`src/rtl/buzzer_sequencer_if.sv`:
```
// Request/status and buzzer-stage signals of buzzer_sequencer.
// timeout_err exists only when BUZZER_SEQ_TIMEOUT_EN is defined.
interface buzzer_sequencer_if;
    // start is a one-cycle request with no ready: it is taken only while busy=0
    // (IDLE/DONE) and stop=0; otherwise it is dropped, never queued.
    logic       start;
    logic       stop;
    logic [3:0] repeat_cnt;
    logic       buzz_done;
    logic       buzz_restart;
    logic       busy;
    logic       finished;
    logic [3:0] play_index;
    logic [2:0] dbg_state;
`ifdef BUZZER_SEQ_TIMEOUT_EN
    logic       timeout_err;

    modport slave (
        input  start, stop, repeat_cnt, buzz_done,
        output buzz_restart, busy, finished, play_index, dbg_state, timeout_err
    );
    modport master (
        output start, stop, repeat_cnt, buzz_done,
        input  buzz_restart, busy, finished, play_index, dbg_state, timeout_err
    );
`else
    modport slave (
        input  start, stop, repeat_cnt, buzz_done,
        output buzz_restart, busy, finished, play_index, dbg_state
    );
    modport master (
        output start, stop, repeat_cnt, buzz_done,
        input  buzz_restart, busy, finished, play_index, dbg_state
    );
`endif
endinterface

```
`src/rtl/buzzer_sequencer.sv`:
```
// Plays the downstream buzzer tune N times (or forever) with arm and gap phases; stop aborts.
// Optional PLAY watchdog with sticky timeout_err: define BUZZER_SEQ_TIMEOUT_EN.
module buzzer_sequencer #(
    parameter int ARM_CYCLES     = 4,
    parameter int GAP_CYCLES     = 1000,
    parameter int CNT_W          = 32,
    parameter int TIMEOUT_CYCLES = 100000
) (
    input logic               clk,
    input logic               reset,
    buzzer_sequencer_if.slave bus
);
    typedef enum logic [2:0] {
        S_IDLE = 3'd0,
        S_ARM  = 3'd1,
        S_PLAY = 3'd2,
        S_GAP  = 3'd3,
        S_DONE = 3'd4
    } state_t;

    localparam int               ARM_N    = (ARM_CYCLES < 2) ? 2 : ARM_CYCLES;
    localparam logic [CNT_W-1:0] ARM_LAST = CNT_W'(ARM_N - 1);
    localparam logic [CNT_W-1:0] GAP_LAST = CNT_W'((GAP_CYCLES > 0) ? GAP_CYCLES - 1 : 0);

    state_t           state, state_n;
    logic [CNT_W-1:0] cnt, cnt_n;
    logic [3:0]       plays_left, plays_left_n;
    logic [3:0]       play_index, play_index_n;
    logic             restart, restart_n;
    logic             busy, busy_n;
    logic             finished, finished_n;
    logic             first_play, first_play_n;

`ifdef BUZZER_SEQ_TIMEOUT_EN
    localparam logic [CNT_W-1:0] TO_LAST = CNT_W'(TIMEOUT_CYCLES - 1);
    logic             terr, terr_n;
`else
    // Keeps the watchdog limit referenced when the watchdog is compiled out.
    logic unused_timeout;
    assign unused_timeout = ^TIMEOUT_CYCLES;
`endif

    always_comb begin
        state_n      = state;
        cnt_n        = cnt;
        plays_left_n = plays_left;
        play_index_n = play_index;
        restart_n    = 1'b1;
        finished_n   = 1'b0;
        first_play_n = 1'b0;
`ifdef BUZZER_SEQ_TIMEOUT_EN
        terr_n       = terr;
`endif
        if (bus.stop) begin
            state_n      = S_IDLE;
            cnt_n        = '0;
            play_index_n = 4'd0;
        end else begin
            case (state)
                S_IDLE, S_DONE: begin
                    if (bus.start) begin
                        state_n      = S_ARM;
                        plays_left_n = bus.repeat_cnt;
                        play_index_n = 4'd1;
                        cnt_n        = '0;
`ifdef BUZZER_SEQ_TIMEOUT_EN
                        terr_n       = 1'b0;
`endif
                    end
                end
                S_ARM: begin
                    if (cnt == ARM_LAST) begin
                        state_n      = S_PLAY;
                        cnt_n        = '0;
                        restart_n    = 1'b0;
                        first_play_n = 1'b1;
                    end else begin
                        cnt_n = cnt + 1'b1;
                    end
                end
                S_PLAY: begin
                    restart_n = 1'b0;
                    // The done flag is still left over from the previous play on the first PLAY cycle.
                    if (!first_play && bus.buzz_done) begin
                        restart_n = 1'b1;
                        cnt_n     = '0;
                        if (plays_left == 4'd1) begin
                            state_n    = S_DONE;
                            finished_n = 1'b1;
                        end else begin
                            if (plays_left != 4'd0) plays_left_n = plays_left - 4'd1;
                            play_index_n = play_index + 4'd1;
                            state_n      = (GAP_CYCLES > 0) ? S_GAP : S_ARM;
                        end
                    end
`ifdef BUZZER_SEQ_TIMEOUT_EN
                    else if (cnt == TO_LAST) begin
                        state_n   = S_IDLE;
                        restart_n = 1'b1;
                        cnt_n     = '0;
                        terr_n    = 1'b1;
                    end else begin
                        cnt_n = cnt + 1'b1;
                    end
`endif
                end
                S_GAP: begin
                    if (cnt == GAP_LAST) begin
                        state_n = S_ARM;
                        cnt_n   = '0;
                    end else begin
                        cnt_n = cnt + 1'b1;
                    end
                end
                default: begin
                    state_n = S_IDLE;
                    cnt_n   = '0;
                end
            endcase
        end
        busy_n = (state_n == S_ARM) || (state_n == S_PLAY) || (state_n == S_GAP);
    end

    always_ff @(posedge clk or posedge reset) begin
        if (reset) begin
            state      <= S_IDLE;
            cnt        <= '0;
            plays_left <= 4'd0;
            play_index <= 4'd0;
            restart    <= 1'b1;
            busy       <= 1'b0;
            finished   <= 1'b0;
            first_play <= 1'b0;
`ifdef BUZZER_SEQ_TIMEOUT_EN
            terr       <= 1'b0;
`endif
        end else begin
            state      <= state_n;
            cnt        <= cnt_n;
            plays_left <= plays_left_n;
            play_index <= play_index_n;
            restart    <= restart_n;
            busy       <= busy_n;
            finished   <= finished_n;
            first_play <= first_play_n;
`ifdef BUZZER_SEQ_TIMEOUT_EN
            terr       <= terr_n;
`endif
        end
    end

    assign bus.buzz_restart = restart;
    assign bus.busy         = busy;
    assign bus.finished     = finished;
    assign bus.play_index   = play_index;
    assign bus.dbg_state    = state;
`ifdef BUZZER_SEQ_TIMEOUT_EN
    assign bus.timeout_err  = terr;
`endif

endmodule

```
`src/flat_wrapper.sv`:
```
// flat-port wrapper written by rule: the top's interface ports become plain ports
module buzzer_sequencer_flat 
#(
    parameter int ARM_CYCLES     = 4,
    parameter int GAP_CYCLES     = 1000,
    parameter int CNT_W          = 32,
    parameter int TIMEOUT_CYCLES = 100000
)
  (clk, reset, bus_start, bus_stop, bus_repeat_cnt, bus_buzz_done, bus_buzz_restart, bus_busy, bus_finished, bus_play_index, bus_dbg_state);
  buzzer_sequencer_if bus_i ();
  input logic clk;
  input logic reset;
  input wire logic [$bits(bus_i.start)-1:0] bus_start;
  input wire logic [$bits(bus_i.stop)-1:0] bus_stop;
  input wire logic [$bits(bus_i.repeat_cnt)-1:0] bus_repeat_cnt;
  input wire logic [$bits(bus_i.buzz_done)-1:0] bus_buzz_done;
  output wire logic [$bits(bus_i.buzz_restart)-1:0] bus_buzz_restart;
  output wire logic [$bits(bus_i.busy)-1:0] bus_busy;
  output wire logic [$bits(bus_i.finished)-1:0] bus_finished;
  output wire logic [$bits(bus_i.play_index)-1:0] bus_play_index;
  output wire logic [$bits(bus_i.dbg_state)-1:0] bus_dbg_state;
  assign bus_i.start = bus_start;
  assign bus_i.stop = bus_stop;
  assign bus_i.repeat_cnt = bus_repeat_cnt;
  assign bus_i.buzz_done = bus_buzz_done;
  assign bus_buzz_restart = bus_i.buzz_restart;
  assign bus_busy = bus_i.busy;
  assign bus_finished = bus_i.finished;
  assign bus_play_index = bus_i.play_index;
  assign bus_dbg_state = bus_i.dbg_state;
  buzzer_sequencer #(.ARM_CYCLES(ARM_CYCLES), .GAP_CYCLES(GAP_CYCLES), .CNT_W(CNT_W), .TIMEOUT_CYCLES(TIMEOUT_CYCLES)) u_core (.clk(clk), .reset(reset), .bus(bus_i));
endmodule
```
`config.mk`:
```
export PLATFORM = sky130hd
export DESIGN_NAME = buzzer_sequencer_flat
export DESIGN_NICKNAME = d
export VERILOG_FILES = /design/src/rtl/buzzer_sequencer_if.sv /design/src/rtl/buzzer_sequencer.sv /design/src/flat_wrapper.sv
export SDC_FILE = /design/constraint.sdc
export NUM_CORES = 1
export LEC_CHECK = 0
export CAP_MARGIN = 20
export CORE_UTILIZATION = 55
export DETAILED_ROUTE_END_ITERATION = 7
export PLACE_DENSITY_LB_ADDON = 0.15
export SLEW_MARGIN = 0
export SYNTH_ARGS = -nofsm -noshare
export SYNTH_HDL_FRONTEND = slang
export SYNTH_SLANG_ARGS = --single-unit
```
`constraint.sdc`:
```
create_clock -name clk -period 3.9 [get_ports clk]
set_input_delay 0.78 -clock clk [delete_from_list [all_inputs] [get_ports clk]]
set_output_delay 0.78 -clock clk [all_outputs]
set_load 0.02 [all_outputs]
```
==> metrics.log, run 1 <==
[metrics] Relative slew margins: 61.9%
[metrics] worst-case clock buffer depth: 2
[metrics] most used flip-flop cell after synthesis: sky130_fd_sc_hd__dfrtp_1
[metrics] count of hold buffers inserted by post-cts repair: 0
[metrics] number of cells on the worst reg-to-reg path: 7
[metrics] max-slew violation count: 0
[metrics] type of the most critical hold path: flop to flop
[metrics] post-layout utilization of the core: between 60% and 70%
[metrics] residual antenna-violating net count after detailed routing: 0
[metrics] number of buffers and inverters on the critical path: 0
[metrics] type of element launching the critical path: flop
[metrics] GRT Residual Overflow: 0
[metrics] share of the clock period used by the worst path after layout: between 60% and 70%
[metrics] count of flip-flops with a built-in enable after synthesis: 0
[metrics] average size of a mapped cell: ~9 µm²
[metrics] logic depth of the worst path, buffers included: 7
[metrics] Netlist Area Pre-Place: about 2800 µm²
[metrics] Port Buffers: 18
[metrics] fraction of the yosys area taken by sequential cells: 42.6%
[metrics] biggest cell delay along the critical path: around 0.53 ns
[metrics] drt first pass iters: 4
[metrics] vias per inst: slightly above 6
[metrics] effective utilization at floorplan: 57.8%
[metrics] maximum capacitance violations: 0
[metrics] TritonCTS buffer count: 5
[metrics] slowest stage cell, crit path: sky130_fd_sc_hd__or2_1
[metrics] Worst IR Drop VDD: roughly 0.00025 V
[metrics] reg-to-reg critical path startpoint: u_core.cnt[0]
[metrics] power density relative to cell area: 303 nW/µm²
[metrics] number of core rows: 25
[metrics] most common cell after layout, fill and taps aside: sky130_fd_sc_hd__dfrtp_1
[metrics] floorplan die height: ~73 µm
[metrics] Synth Warn #: 0
[metrics] number of H-tree levels: 2
[metrics] routability-driven placement congestion ratio: between 0.8 and 0.9
[metrics] post-place setup slack: roughly 1 ns
[metrics] setup TNS: 0 ns
[metrics] required time worst endpoint: 4.09 ns
[metrics] top library cells by usage in the layout, fill and taps aside: sky130_fd_sc_hd__dfrtp_1 (46), sky130_fd_sc_hd__nand2_1 (37), sky130_fd_sc_hd__a21oi_1 (23), sky130_fd_sc_hd__o21ai_0 (21), sky130_fd_sc_hd__nand3_1 (20)
[metrics] RSZ-0062 raised after global routing: false
[metrics] outcome: finished clean
[metrics] Design Power: 929 µW
[metrics] cell family with most CP delay: simple AND/OR/NAND/NOR gates
[metrics] number of hold violations in the final report: 0
[metrics] Total Wirelength: about 5900 µm
[metrics] dpl hpwl: just over 4000 µm
[metrics] number of register bits inferred by synthesis: 47
[metrics] maximum number of pins on one net before global-route repair: 48
[metrics] biggest fanout along the worst timing path: 17
[metrics] TritonCTS sink count: 47
[metrics] post-route clock skew: between 0.005 and 0.006 ns
[metrics] layout overhead on the synthesized area: 10.8%
[metrics] cells along the critical path: ha_1, nor4b_2, nand3b_2, a211oi_4, or2_1, or3_2, o21ai_0
[metrics] antenna violations before repair: 0
[metrics] number of gates given a new drive strength after cts: 0
[metrics] fraction of layout instances using a drive strength above 1: 10.8%
[metrics] number of top-level pins: 19
[metrics] first-pass GRT wire length: around 10000 µm
[metrics] Net count, final: 338
[metrics] Leak Pwr: roughly 0.0013 µW
[metrics] # fillers: between 300 and 400
[metrics] Die X: 72.9 µm
[metrics] post-synth cell types: between 50 and 60
[metrics] async set-or-reset flop fraction in the synthesized netlist: 100%
[metrics] total vias in the final route: ~2400
[metrics] endpoint kind of the worst setup timing path: flop
[metrics] die outline area: roughly 5300 µm²
[metrics] clock transition at the register clock pins on the worst setup and hold paths after CTS: approximately 0.080 ns
[metrics] number of design-rule violations left by the first detailed-router iteration: 188
[metrics] reg2reg setup slack: about 1.3 ns
[metrics] CORE AREA: between 4000 and 5000 µm²
[metrics] Critical R2R Capture: u_core.cnt[15]
[metrics] number of global-route vias before repair: ~2100
[metrics] Inserted Diodes: 0
[metrics] clock root buffer: sky130_fd_sc_hd__clkbuf_8
[metrics] crit path time final: 2.64 ns
[metrics] Tightest Pin Transition: 0.572 ns
[metrics] cell count after synthesis: between 300 and 400
[metrics] clock tree from TritonCTS: yes
[metrics] fin worst setup slack: roughly 1.3 ns
[metrics] end point of the critical path: u_core.cnt[15]
[metrics] DRC violation count after routing: 0
[metrics] Final Setup Violations: 0
[metrics] total setup buffers inserted after CTS: 0
[metrics] Data arrival, critical path: 2.82 ns
[metrics] critical path class: flop to flop
[metrics] max frequency: 379 MHz
[metrics] Post-Synthesis Net Count: between 300 and 400
[metrics] gr usage total: between 20 and 25%
[metrics] start point of the critical path: u_core.cnt[0]
[metrics] clock latency reported for the late side of the worst-skew pair: 0.30 ns
[metrics] routed length per placed instance: between 15 and 20 µm
==> metal layers <==
metal	vias up	routed length (µm)	track usage, %
met5	-	0	0
met4	0	65	7.41
met3	6	206	4.83
met2	39	2820	39.5
met1	1146	2860	33.9
li1	1173	-	-
==> stage by stage <==
stage / hold WS (ns) / instances / instance area (µm²)
detailed placement: 0.512 / 383 / 2960
finish: 0.520 / 392 / 3060
global route: 0.550 / 392 / 3060
global placement: 0.503 / 383 / 2960
CTS: 0.523 / 391 / 3040
floorplan: 0.473 / 310 / 2770
==> worst min-delay path by stage <==
| stage | startpoint | to | slack, ns | cells past startpoint |
|---|---|---|---|---|
| after detailed placement | u_core.cnt[30] | u_core.cnt[30] | 0.51 | 1 |
| after CTS | u_core.cnt[30] | u_core.cnt[30] | 0.52 | 1 |
| after global routing | u_core.cnt[30] | u_core.cnt[30] | 0.55 | 1 |
| after floorplan | u_core.cnt[30] | u_core.cnt[30] | 0.47 | 1 |
| after global placement | u_core.cnt[30] | u_core.cnt[30] | 0.50 | 1 |
| final | u_core.cnt[30] | u_core.cnt[30] | 0.52 | 1 |
==> state kept, by name (all words and copies together), names as in the netlist <==
signal and flops:
u_core.bus.dbg_state 3, u_core.bus.play_index 4, u_core.cnt 32, u_core.bus.finished 1, u_core.plays_left 4, u_core.bus.busy 1
u_core.first_play 1, u_core.bus.buzz_restart 1
==> cells by family after synthesis <==
family | Yosys count | synth area share [%]
AND/OR/NAND/NOR | 154 | 32.5
AO/OA/AOI/OAI | 74 | 15.9
flip-flops | 47 | 42.6
buffers and inverters | 22 | 4.16
XOR/XNOR | 5 | 1.58
adder cells (fa/ha/maj) | 5 | 2.26
multiplexers | 3 | 1.09
==> power breakdown <==
group	internal, µW	switching [µW]
sequential	504	21.0
combinational	48.3	75.5
clock	126	155
total	678	251
==> cell usage after synthesis (all sizes together) (2+ instances only) <==
cell    count  area, µm²
nand3      22        120
o21ai      22        110
and2        3       18.8
nor4        7       58.8
nor3       12       65.1
nor3b       3       22.5
xor2        3       26.3
nand4      11       96.3
a21o        2       15.0
mux2i       3       30.0
buf        10       70.1
or4         2       15.0
xnor2       2       17.5
ha          5       62.6
clkbuf      4       15.0
a21oi      23        115
nand2b      4       25.0
o311ai      2       17.5
dfrtp      46       1150
nand2      37        139
or2         2       12.5
o22ai       2       12.5
a31oi      15       93.8
inv         8       30.0
and3       15       93.8
or3        13       91.3
o211ai      3       22.5
nor2       16       70.1
==> area by class of cell <==
cell class	instances	area (µm²)	share of cell area, %
Multi-Input combinational cell	241	1480	48.2
Sequential cell	47	1180	38.4
Timing Repair Buffer	21	215	7.02
Tap cell	67	83.8	2.74
Clock buffer	7	76.3	2.49
Inverter	8	30.0	0.980
Clock inverter	1	5.00	0.163
(Power assumes the default switching activity.)
==> run 2, diff against run 1 <==
Settings changed: CORE_UTILIZATION 55 to 53.
Clock period 3.9 ns to 2.3 ns, I/O delays scaled along.
==> run 2 against run 1 <==
Effect of this change:
- via count rose by 6.2%
- power is 89% higher
- flip-flop and latch count unchanged
- global-route usage decreased by 0.37 points
- non-clock buffer count grew 17
- sequential share of layout area decreased by 2.2 points
- critical endpoint is now u_core.cnt[22]
- highest routed layer unchanged
==> metrics.log, run 2 (synthesis gave the netlist of run 1 again) <==
[metrics] outcome: finished clean
[metrics] Most flops, register: u_core.cnt
[metrics] gr usage total: between 20% and 30%
[metrics] maximum number of pins on one net before global-route repair: 24
[metrics] Die X: about 74 µm
[metrics] power density relative to cell area: approximately 540 nW/µm²
[metrics] CORE AREA: about 4900 µm²
[metrics] DRC violation count after routing: 0
[metrics] fraction of layout instances using a drive strength above 1: 16.1%
[metrics] worst-case clock buffer depth: 2
[metrics] die outline area: 5510 µm²
[metrics] post-layout utilization of the core: between 60% and 70%
[metrics] portion of total power attributed to the clock network: between 30% and 40%
[metrics] clock root buffer: sky130_fd_sc_hd__clkbuf_8
[metrics] crit path time final: 2.11 ns
[metrics] number of top-level pins: 19
[metrics] critical path class: flop to flop
[metrics] clock transition at the register clock pins on the worst setup and hold paths after CTS: roughly 0.09 ns
[metrics] first-pass GRT wire length: around 10000 µm
[metrics] post-route clock skew: approximately 0.0091 ns
[metrics] setup TNS: 0 ns
[metrics] Worst Hold Margin: between 0.4 and 0.5 ns
[metrics] number of design-rule violations left by the first detailed-router iteration: 129
[metrics] number of buffers and inverters on the critical path: 1
[metrics] fraction of power consumed by combinational cells: between 10% and 20%
[metrics] clock tree from TritonCTS: yes
[metrics] Inst Count DP: around 400
[metrics] biggest cell delay along the critical path: 0.43 ns
[metrics] leading registers by flop count: u_core.cnt x32, u_core.bus.play_index x4, u_core.plays_left x4
[metrics] total vias in the final route: 2511
[metrics] clock latency reported for the late side of the worst-skew pair: roughly 0.31 ns
[metrics] length of routed met2 wiring: 3010 µm
[metrics] top library cells by usage in the layout, fill and taps aside: sky130_fd_sc_hd__dfrtp_1 (46), sky130_fd_sc_hd__nand2_1 (37), sky130_fd_sc_hd__a21oi_1 (23), sky130_fd_sc_hd__o21ai_0 (21), sky130_fd_sc_hd__nand3_1 (20)
[metrics] share of the clock period used by the worst path after layout: between 90% and 100%
[metrics] dpl hpwl: roughly 4500 µm
[metrics] RSZ-0062 raised after global routing: false
[metrics] power share of the sequential group: a little over 50%
[metrics] number of hold violations in the final report: 0
[metrics] residual antenna-violating net count after detailed routing: 0
[metrics] fin worst setup slack: about 0.19 ns
[metrics] number of gates given a new drive strength after cts: 0
[metrics] Relative slew margins: around two thirds
[metrics] Worst IR Drop VDD: 0.000375 V
[metrics] Final Setup Violations: 0
[metrics] drt first pass iters: 5
[metrics] Port Buffers: 18
[metrics] TritonCTS buffer count: 5
[metrics] vias per inst: 6.14
[metrics] Leak Pwr: ~0.0014 µW
[metrics] biggest fanout along the worst timing path: 23
[metrics] cells along the critical path: nor4_1, nand4_1, a211oi_4, nor2_2, buf_12, a41oi_1, a31oi_1
[metrics] layout overhead on the synthesized area: 17.4%
[metrics] Final Instance Count excl. Fillers: about 410
[metrics] switching part of the total power: about a quarter
[metrics] number of flip-flops under the largest register name: 32
[metrics] maximum capacitance violations: 0
[metrics] required time worst endpoint: between 2 and 2.5 ns
[metrics] switching power total: between 400 and 500 µW
[metrics] floorplan die height: roughly 74 µm
[metrics] TritonCTS sink count: 47
[metrics] max frequency: ~470 MHz
[metrics] endpoint kind of the worst setup timing path: flop
[metrics] slowest stage cell, crit path: sky130_fd_sc_hd__dfrtp_1
[metrics] total setup buffers inserted after CTS: 0
[metrics] number of global-route vias before repair: approximately 2200
[metrics] cell family with most CP delay: simple AND/OR/NAND/NOR gates
[metrics] Data arrival, critical path: 2.28 ns
[metrics] type of the most critical hold path: primary input to asynchronous set/reset pin
[metrics] Tightest Pin Transition: between 0.4 and 0.5 ns
[metrics] number of H-tree levels: 2
[metrics] routability-driven placement congestion ratio: ~0.87
[metrics] Inserted Diodes: 0
[metrics] routed length per placed instance: approximately 15 µm
[metrics] antenna violations before repair: 0
[metrics] effective utilization at floorplan: 56.7%
[metrics] Detail Route met3 WL: 254 µm
[metrics] max layer used: met4
[metrics] GRT Residual Overflow: 0
[metrics] M1 WL: between 2000 and 3000 µm
[metrics] Net count, final: about 360
[metrics] post-place setup slack: roughly 0.14 ns
[metrics] cell-internal power: 1310 µW
[metrics] type of element launching the critical path: flop
[metrics] max-slew violation count: 0
[metrics] count of hold buffers inserted by post-cts repair: 0
[metrics] Total Wirelength: slightly above 6000 µm
[metrics] most common cell after layout, fill and taps aside: sky130_fd_sc_hd__dfrtp_1
[metrics] number of core rows: 25
-- run 2: cell types whose count changed in the layout (fill, tap and decap cells not counted), sizes merged --
cell,before,now
buf,3,20
clkbuf,7,6
bufinv,0,1
-- run 2: cell type report --
type	count	area, µm²
Fill cell	413	1630
Multi-Input combinational cell	241	1480
Sequential cell	47	1180
Timing Repair Buffer	38	355
Tap cell	67	83.8
Clock buffer	6	82.6
Clock inverter	2	35.0
Inverter	8	30.0
-- run 2: per-stage QoR --
step | power [µW] | cell area, µm²
final | 1750 | 3250
after global routing | 1830 | 3250
after CTS | 1770 | 3240
after detailed placement | 1140 | 3120
after global placement | 1130 | 3120
after floorplan | 1050 | 2770
-- run 2: worst register-to-register path, stage by stage, from the launching register on --
cell and delay, ns:
sky130_fd_sc_hd__dfrtp_1 0.43, sky130_fd_sc_hd__nor4_1 0.35, sky130_fd_sc_hd__nand4_1 0.30, sky130_fd_sc_hd__a211oi_4 0.34, sky130_fd_sc_hd__nor2_2 0.13, sky130_fd_sc_hd__buf_12 0.18, sky130_fd_sc_hd__a41oi_1 0.18, sky130_fd_sc_hd__a31oi_1 0.07
-- run 2: worst paths after layout --
kind / start / end / slack, ns / depth (start not counted)
max: u_core.cnt[17] / u_core.cnt[22] / 0.19 / 7
min: reset / u_core.bus.play_index[3] / 0.47 / 2
max reg2reg: u_core.cnt[17] / u_core.cnt[22] / 0.19 / 7
min reg2reg: u_core.cnt[30] / u_core.cnt[30] / 0.52 / 1
max in group asynchronous: reset / u_core.cnt[11] / 1.26 / 3
min in group clk: u_core.cnt[30] / u_core.cnt[30] / 0.52 / 1
-- run 2: metal layers --
| metal | GRT usage (%) | up-vias |
|---|---|---|
| met5 | 0 | - |
| met4 | 6.29 | 0 |
| met3 | 4.61 | 8 |
| met2 | 38.8 | 60 |
| met1 | 34.1 | 1237 |
| li1 | - | 1206 |
-- run 2: power groups by stage --
stage | combinational (µW) | clock [µW] | sequential, µW
6_report | 238 | 632 | 885
5_1_grt | 266 | 678 | 888
4_1_cts | 240 | 647 | 883
3_5_place_dp | 239 | 0 | 900
3_3_place_gp | 236 | 0 | 899
2_1_floorplan | 145 | 0 | 900
